==> config.mk <==
export PLATFORM = sky130hd
export DESIGN_NAME = vx_csr_pending_tracker
export DESIGN_NICKNAME = d
export VERILOG_FILES = /design/src/rtl/vx_csr_pending_tracker_pkg.sv /design/src/rtl/vx_csr_pending_tracker_counter.sv /design/src/rtl/vx_csr_pending_tracker.sv
export SDC_FILE = /design/constraint.sdc
export NUM_CORES = 1
export LEC_CHECK = 0
export CAP_MARGIN = 0
export CORE_MARGIN = 2
export CORE_UTILIZATION = 60
export CTS_CLUSTER_SIZE = 8
export DETAILED_ROUTE_END_ITERATION = 8
export PLACE_DENSITY = 0.84
export SLEW_MARGIN = 10
export SYNTH_ARGS = -nofsm -noshare
export SYNTH_HDL_FRONTEND = slang
export SYNTH_SLANG_ARGS = --single-unit
export TNS_END_PERCENT = 1
==> constraint.sdc <==
create_clock -name clk -period 4.3 [get_ports clk]
set_clock_uncertainty 0.1 [all_clocks]
set_input_delay 0.645 -clock clk [delete_from_list [all_inputs] [get_ports clk]]
set_output_delay 0.645 -clock clk [all_outputs]
set_load 0.02 [all_outputs]
==> src/rtl/vx_csr_pending_tracker_pkg.sv <==
// Shared types and constants for the scheduler-side CSR pending tracker.
// Per-warp state pairs the in-flight instruction count with the FPU-CSR lock bit.
package vx_csr_pending_tracker_pkg;

    localparam int PENDING_SIZE_DEF = 16;
    localparam int PENDING_BITS     = $clog2(PENDING_SIZE_DEF + 1);

    typedef struct packed {
        logic [PENDING_BITS-1:0] count;
        logic                    locked;
    } warp_state_t;

    function automatic int nw_width(input int n);
        return (n > 1) ? $clog2(n) : 1;
    endfunction

endpackage

==> src/rtl/vx_csr_pending_tracker_counter.sv <==
// Up/down saturating in-flight counter for one warp.
// Flags when the counter is full and when exactly one instruction remains.
module vx_csr_pending_tracker_counter
    import vx_csr_pending_tracker_pkg::*;
#(
    parameter int SIZE = PENDING_SIZE_DEF,
    parameter int W    = PENDING_BITS
) (
    input  logic         clk,
    input  logic         reset,
    input  logic         inc,
    input  logic         dec,
    output logic [W-1:0] count,
    output logic         full,
    output logic         one
);

    always_ff @(posedge clk) begin
        if (reset) begin
            count <= '0;
        end else if (inc && !dec && !full) begin
            count <= count + W'(1);
        end else if (dec && !inc && (count != '0)) begin
            // A decrement at zero is a stray commit; the counter holds at zero.
            count <= count - W'(1);
        end
    end

    always_comb begin
        full = (count == W'(SIZE));
        one  = (count == W'(1));
    end

endmodule

==> src/rtl/vx_csr_pending_tracker.sv <==
// Scheduler-side responder to the CSR unit: per-warp in-flight counts,
// almost-empty query, FPU-CSR warp locks and the free-running cycle counter.
module vx_csr_pending_tracker
    import vx_csr_pending_tracker_pkg::*;
#(
    parameter int NUM_WARPS    = 8,
    parameter int PENDING_SIZE = PENDING_SIZE_DEF,
    parameter int CYCLE_WIDTH  = 64,
    parameter int NW_WIDTH     = nw_width(NUM_WARPS)
) (
    input  logic                   clk,
    input  logic                   reset,
    input  logic                   issue_valid,
    output logic                   issue_ready,
    input  logic [NW_WIDTH-1:0]    issue_wid,
    input  logic                   issue_lock,
    input  logic                   commit_valid,
    input  logic                   commit_eop,
    input  logic [NW_WIDTH-1:0]    commit_wid,
    input  logic [NW_WIDTH-1:0]    alm_empty_wid,
    output logic                   alm_empty,
    input  logic                   unlock_warp,
    input  logic [NW_WIDTH-1:0]    unlock_wid,
    output logic [NUM_WARPS-1:0]   warp_locked,
    output logic [CYCLE_WIDTH-1:0] cycles
);

    logic [NUM_WARPS-1:0]    cnt_full;
    logic [NUM_WARPS-1:0]    cnt_one;
    logic [NUM_WARPS-1:0]    lock_set;
    logic [NUM_WARPS-1:0]    lock_clr;
    logic [NUM_WARPS-1:0]    locked_q;
    logic [PENDING_BITS-1:0] cnt [NUM_WARPS];
    warp_state_t             warp_state [NUM_WARPS];
    logic                    issue_fire;
    logic [CYCLE_WIDTH-1:0]  cycles_q;

    for (genvar g = 0; g < NUM_WARPS; g++) begin : g_warp
        vx_csr_pending_tracker_counter #(
            .SIZE (PENDING_SIZE),
            .W    (PENDING_BITS)
        ) u_counter (
            .clk   (clk),
            .reset (reset),
            .inc   (issue_fire && (issue_wid == NW_WIDTH'(g))),
            .dec   (commit_valid && commit_eop && (commit_wid == NW_WIDTH'(g))),
            .count (cnt[g]),
            .full  (cnt_full[g]),
            .one   (cnt_one[g])
        );

        assign warp_state[g] = '{count: cnt[g], locked: locked_q[g]};
    end

    always_comb begin
        issue_ready = !reset && !cnt_full[issue_wid] && !warp_state[issue_wid].locked;
        issue_fire  = issue_valid && issue_ready;
        // No bypass: the CSR unit keeps asking until the registered count drops.
        alm_empty   = !reset && cnt_one[alm_empty_wid];
    end

    always_comb begin
        lock_set = '0;
        lock_clr = '0;
        for (int w = 0; w < NUM_WARPS; w++) begin
            lock_set[w] = issue_fire && issue_lock && (issue_wid == NW_WIDTH'(w));
            lock_clr[w] = unlock_warp && (unlock_wid == NW_WIDTH'(w));
        end
    end

    // Lock and unlock stage: a same-cycle lock overrides the release.
    always_ff @(posedge clk) begin
        if (reset) begin
            locked_q <= '0;
        end else begin
            locked_q <= (locked_q & ~lock_clr) | lock_set;
        end
    end

    always_ff @(posedge clk) begin
        if (reset) begin
            cycles_q <= '0;
        end else begin
            cycles_q <= cycles_q + CYCLE_WIDTH'(1);
        end
    end

    assign warp_locked = locked_q;
    assign cycles      = cycles_q;

    always_ff @(posedge clk) begin
        if (!reset) begin
            if (commit_valid && commit_eop) begin
                assert (warp_state[commit_wid].count != '0)
                    else $warning("pending count underflow on warp %0d", commit_wid);
            end
            if (unlock_warp) begin
                assert (warp_state[unlock_wid].locked)
                    else $warning("unlock of warp %0d which holds no lock", unlock_wid);
                assert (!(issue_fire && issue_lock && (issue_wid == unlock_wid)))
                    else $warning("lock and unlock collide on warp %0d", unlock_wid);
            end
        end
    end

endmodule

---- Word-level counts from Yosys, hierarchy flattened ----
Index checks and enable logic that the tools add are counted.
storage, ports and cells
  ROM bits ................................ 0
  input port bits ......................... 19
  bits in latches ......................... 0
  register bits after elaboration ......... 112
  logic and storage cells ................. 210
  RAM bits ................................ 0
  memories ................................ 0
  output and inout port bits .............. 74
cells by class
  eq/ne operators ......................... 37
  reduce and logical (&&, ||, !) cells .... 116
  $lt $le $gt $ge ......................... 3
  divide/modulo/power cells ............... 0
  bitwise logic cells ..................... 4
  multipliers ............................. 0
  add/sub/neg operators ................... 17
  muxes and demuxes ....................... 23
  shift operators ......................... 0
operator list
  cell                                                                           number
  5-bit 2-to-1 mux                                                               16
  1-bit logical AND                                                              70
  64-bit by 1-bit adder with 64-bit output (second input constant)               1
  5-bit by 1-bit adder with 5-bit output (second input constant)                 8
  5-bit by 1-bit equality test with 1-bit output (second input constant)         8
  5-bit equality test (second input constant)                                    8
  5-bit nonzero test                                                             8
  5-bit by 1-bit subtractor with 5-bit output (second input constant)            8
  3-bit equality test (second input constant)                                    12
  1-bit logical NOT                                                              27
  6-bit binary-select mux with 3-bit select                                      1
  3-bit by 2-bit equality test with 1-bit output (second input constant)         6
  2-bit nonzero test                                                             8
  3-bit by 1-bit equality test with 1-bit output (second input constant)         3
  3-bit logical NOT                                                              3
  8-bit AND                                                                      1
  3-bit by 4-bit less-than comparator with 1-bit output (second input constant)  2
  8-bit NOT                                                                      1
  8-bit bitwise OR                                                               1
  1-bit binary-select mux with 3-bit select                                      2
  4-bit >= comparator (second input constant)                                    1
  1-bit 2-to-1 mux                                                               4
  3-bit NOT with 4-bit output                                                    1

---- Logic depth before layout (Yosys ltp) ----
  depth after elaboration ................. 13
  depth in mapped cells ................... 8
  depth with buffers taken out ............ 7

---- By module ----
From an unflattened synthesis, not the netlist that was laid out.
unflattened totals
  cell total of the unflattened synthesis .. 793
  area total of the unflattened synthesis .. 7044.3 um^2
by module, submodules not included
  module                          sequential area each (um^2)  area an instance (um^2)  times used  cells each
  vx_csr_pending_tracker          1441.4                       3651.0                   1           441
  vx_csr_pending_tracker_counter  100.1                        424.2                    8           44

---- Least setup slack after synthesis ----
No wires, ideal clock.
  kind .................................... input -> output
  start point ............................. input port issue_wid[1]
  end point ............................... output port issue_ready
  arrival ................................. 2.320 ns
  buffers on the path ..................... 1
  stages on the path ...................... 6
  path slack .............................. 1.235 ns
  data required time ...................... 3.555 ns
  cells stage by stage .................... clkbuf_2 > mux2_2 > a221o_1 > a311o_1 > a21o_1 > a21oi_1
on the way
  word-level cells in the longest chain between the ends .. 6
  elaborated cells on any way between the ends .. 10
  those cells by class .................... mux (5); bitwise (1); reduce/logical (4)
ends and longest elaborated chain
  what                                                  line                          RTL
  start, declared                                       vx_csr_pending_tracker.sv:15  input logic [NW_WIDTH-1:0] issue_wid,
  3-bit NOT with 4-bit output (not written as such)     vx_csr_pending_tracker.sv:56  issue_ready = !reset && !cnt_full[issue_wid] && !warp_state[issue_wid].locked;
  6-bit binary-select mux with 3-bit select             vx_csr_pending_tracker.sv:56
  1-bit 2-to-1 mux (not written as such) (2 in series)  vx_csr_pending_tracker.sv:56
  1-bit logical NOT                                     vx_csr_pending_tracker.sv:56
  1-bit logical AND (*)                                 vx_csr_pending_tracker.sv:56
  end, declared                                         vx_csr_pending_tracker.sv:14  output logic issue_ready,
Every way passes the cells marked *; elsewhere a longest branch is shown, timed or not. The select of a mux whose other input is x is not followed.

---- Worst setup path after layout ----
  start point ............................. input port issue_wid[0]
  end point ............................... output port issue_ready
Same word-level chain as after synthesis.

==> summary.md <==
| Metric | Value |
|---|---|
| Worst path max stage delay | 640 ps |
| First-pass GRT wire length | 31.11 mm |
| H-tree levels | 3 |
| Final hold slack | 381.1 ps |
| Status | complete, no violations |
| Final Hold Vio Count | 0 |
| LEAKAGE | 2.714 nW |
| Critical path's slowest cell | clkdlybuf4s50_1 |
| DRT antenna net count | 0 |
| Largest net degree at the start of global routing | 111 |
| Hold depth | 1 |
| Ant. Diodes | 0 |
| Clock buffer depth | 2 |
| Starting DRT DRC Count | 559 |
| Tcrit/Tclk final | 91.63% |
| Setup CP Type | in2out |
| Via count | 6689 |
| Die Ht | 110.5 um |
| Nets@finish | 966 |
| Full die area | 0.01222 mm^2 |
| DP Cell Count | 1043 |
| Drt wl/cell | 17.27 um |
| Net Sw Frac | 25.09% |
| Row count | 38 |
| Synth Instances | 836 |
| Crit start category | input pin |
| Commonest non-fill, non-tap cell in the layout | dfxtp_1 |
| CP dominant cell by count | clkdlybuf4s50_1 |
| Dpl ws | 400.5 ps |
| Starting Density | 62.27% |
| Worst hold path type | reg2reg |
| Share of cells above drive strength 1 | 6.638% |
| Combinational power share | 7.8% |
| Area grow syn2layout | 19.29% |
| Tot GR Track Use | 29.83% |
| Reg clk slew, reported paths | 80 ps |
| Initial antenna violation count | 0 |
| Vias per cell | 6.316 |
| Total CTS buffers | 9 |
| Cell Chain, Critical Path | clkdlybuf4s50_1 > nor2b_1 > a221o_1 > a311o_1 > a21o_1 > a21oi_1 > clkdlybuf4s50_1 |
| Post-synth cell types | 71 |
| Register area share after synthesis | 32.93% |
| Initial DRT Pass Iterations | 5 |
| Most used flip-flop cell after synthesis | dfxtp_1 |
| Design area | 0.008123 mm^2 |
| Layout Utilization | 74.28% |
| CTS sink cnt | 112 |
| Int Pwr | 1.544 mW |
| Final setup viols | 0 |
| Fmax | 253.8 MHz |
| R2r worst-path depth | 8 |
| Chip Width | 110.5 um |
| Max-capacitance violation count | 0 |
| Gpl congestion | 0.9896 |
| Commonest non-fill, non-tap cells in the layout | 112 x dfxtp_1, 91 x clkdlybuf4s50_1, 63 x nor2_1 |
| Setup TNS | 0 ps |
| P per Cell Area | 253.8 mW/mm^2 |
| Top cell type by total area after synthesis | dfxtp_1 |
| Crit path DAT | 3200 ps |
| CTS tree | done |
| Final setup margin | 359.8 ps |
| Post-synth EDFFs | 0 |
| Measured slew at the worst slew-check pin | 1098 ps |
| Max-slew violation count | 0 |
| Critical Path Fanout Max | 13 |
| Non-filler cells, final | 1059 |
| Post-CTS Resized | 0 |
| Setup bufs post-CTS | 0 |
| Peak supply drop | 318.0 uV |
| RSZ-0062 raised after global routing | false |
| Sequential Power Share | 51.3% |
| Syn Area/Cell | 8.145 um^2 |
| Synthesized Nets | 888 |
| Fin crit period | 3940 ps |
| DR DRC count | 0 |
| Part of the power in the clock network | 40.9% |
| Syn Std Cell Area | 0.006809 mm^2 |
| Total power | 2.061 mW |
| HPWL after DPL | 12.88 mm |
| Placed Area | 0.007821 mm^2 |
| Critical Path RT | 3560 ps |
| CP endpoint kind | primary output |
| Final wirelength | 18.29 mm |
| Core Area | 0.01094 mm^2 |
| Top cell type's share of synthesized area | 32.93% |
| Post-synth ARST share | 0% |
| Grt ovf | 0 |
| Cts hold-fix bufs | 0 |
| Vias in the first global route | 6458 |
| Slew HR | 26.14% |
| Number of buffers added on ports | 92 |
| # IOs | 93 |
| CTS root buf | clkbuf_16 |
| Psw | 0.5172 mW |
| Top post-synthesis cells by area | dfxtp_1 33%, ha_1 6.1%, a21oi_1 4.1% |
| Synth Register Bits | 112 |
| Ys Warns | 0 |
| Clk Latency, worst-skew pair | 360 ps |
==> critical path, delay by kind of cell <==
family | cells | cell delay, ps
buffers and inverters | 2 | 1270
AOI/OAI and AO/OA | 4 | 1000
and+or+nand+nor | 1 | 280
==> metal layers <==
| metal | vias up | GRT usage [%] | routed length, um |
|---|---|---|---|
| li1 | 3254 | - | - |
| met1 | 3183 | 38.04 | 7844 |
| met2 | 218 | 50.67 | 9026 |
| met3 | 34 | 6.312 | 1004 |
| met4 | 0 | 9.083 | 414 |
| met5 | - | 0 | 0 |
==> state kept, by name (all words and copies together) (netlist names) <==
register                cells
cycles                     64
warp_locked                 8
g_warp.u_counter.count     40
==> Yosys cell counts (19+ instances only) <==
cell type,instances
nor3_1,45
nand2_1,45
or3_1,22
a21oi_1,56
nor2_1,63
dfxtp_1,112
nand3_1,47
o21ai_0,28
or4_1,32
nor2b_1,19
ha_1,33
inv_1,41
clkbuf_1,25
nand4_1,31
o31ai_1,23
==> power by group through the flow <==
stage	registers [mW]	clock network, mW	logic (mW)
2_1_floorplan	1.08	0	0.0987
3_3_place_gp	1.08	0	0.152
3_5_place_dp	1.08	0	0.157
4_1_cts	1.06	0.852	0.159
5_1_grt	1.06	0.891	0.178
6_report	1.06	0.842	0.161
==> logic make-up after synthesis <==
kind of cell	after synthesis	synth area share, %
muxes	31	5.053
and+or+nand+nor	401	33.59
adders and majority gates	33	6.064
AOI/OAI and AO/OA	161	14.92
xor gates and xnor gates	25	3.216
DFF	112	32.93
buffers and inverters	73	4.226
==> layout make-up <==
type / count / area [um^2]
Multi-Input combinational cell: 651 / 4279
Sequential cell: 112 / 2242
Timing Repair Buffer: 99 / 970.9
Tap cell: 140 / 175.2
Fill cell: 806 / 2813
Clock buffer: 11 / 252.7
Inverter: 41 / 153.9
Clock inverter: 5 / 48.80
==> final timing paths <==
check | startpoint | end | slack (ps)
hold / removal | cycles[0] | cycles[0] | 380
setup / recovery | issue_wid[0] | issue_ready | 360
setup reg to reg | g_warp[5].u_counter.count[0] | g_warp[5].u_counter.count[4] | 1380
hold reg to reg | cycles[0] | cycles[0] | 380
Note: power is estimated with default switching activity, not from simulation.
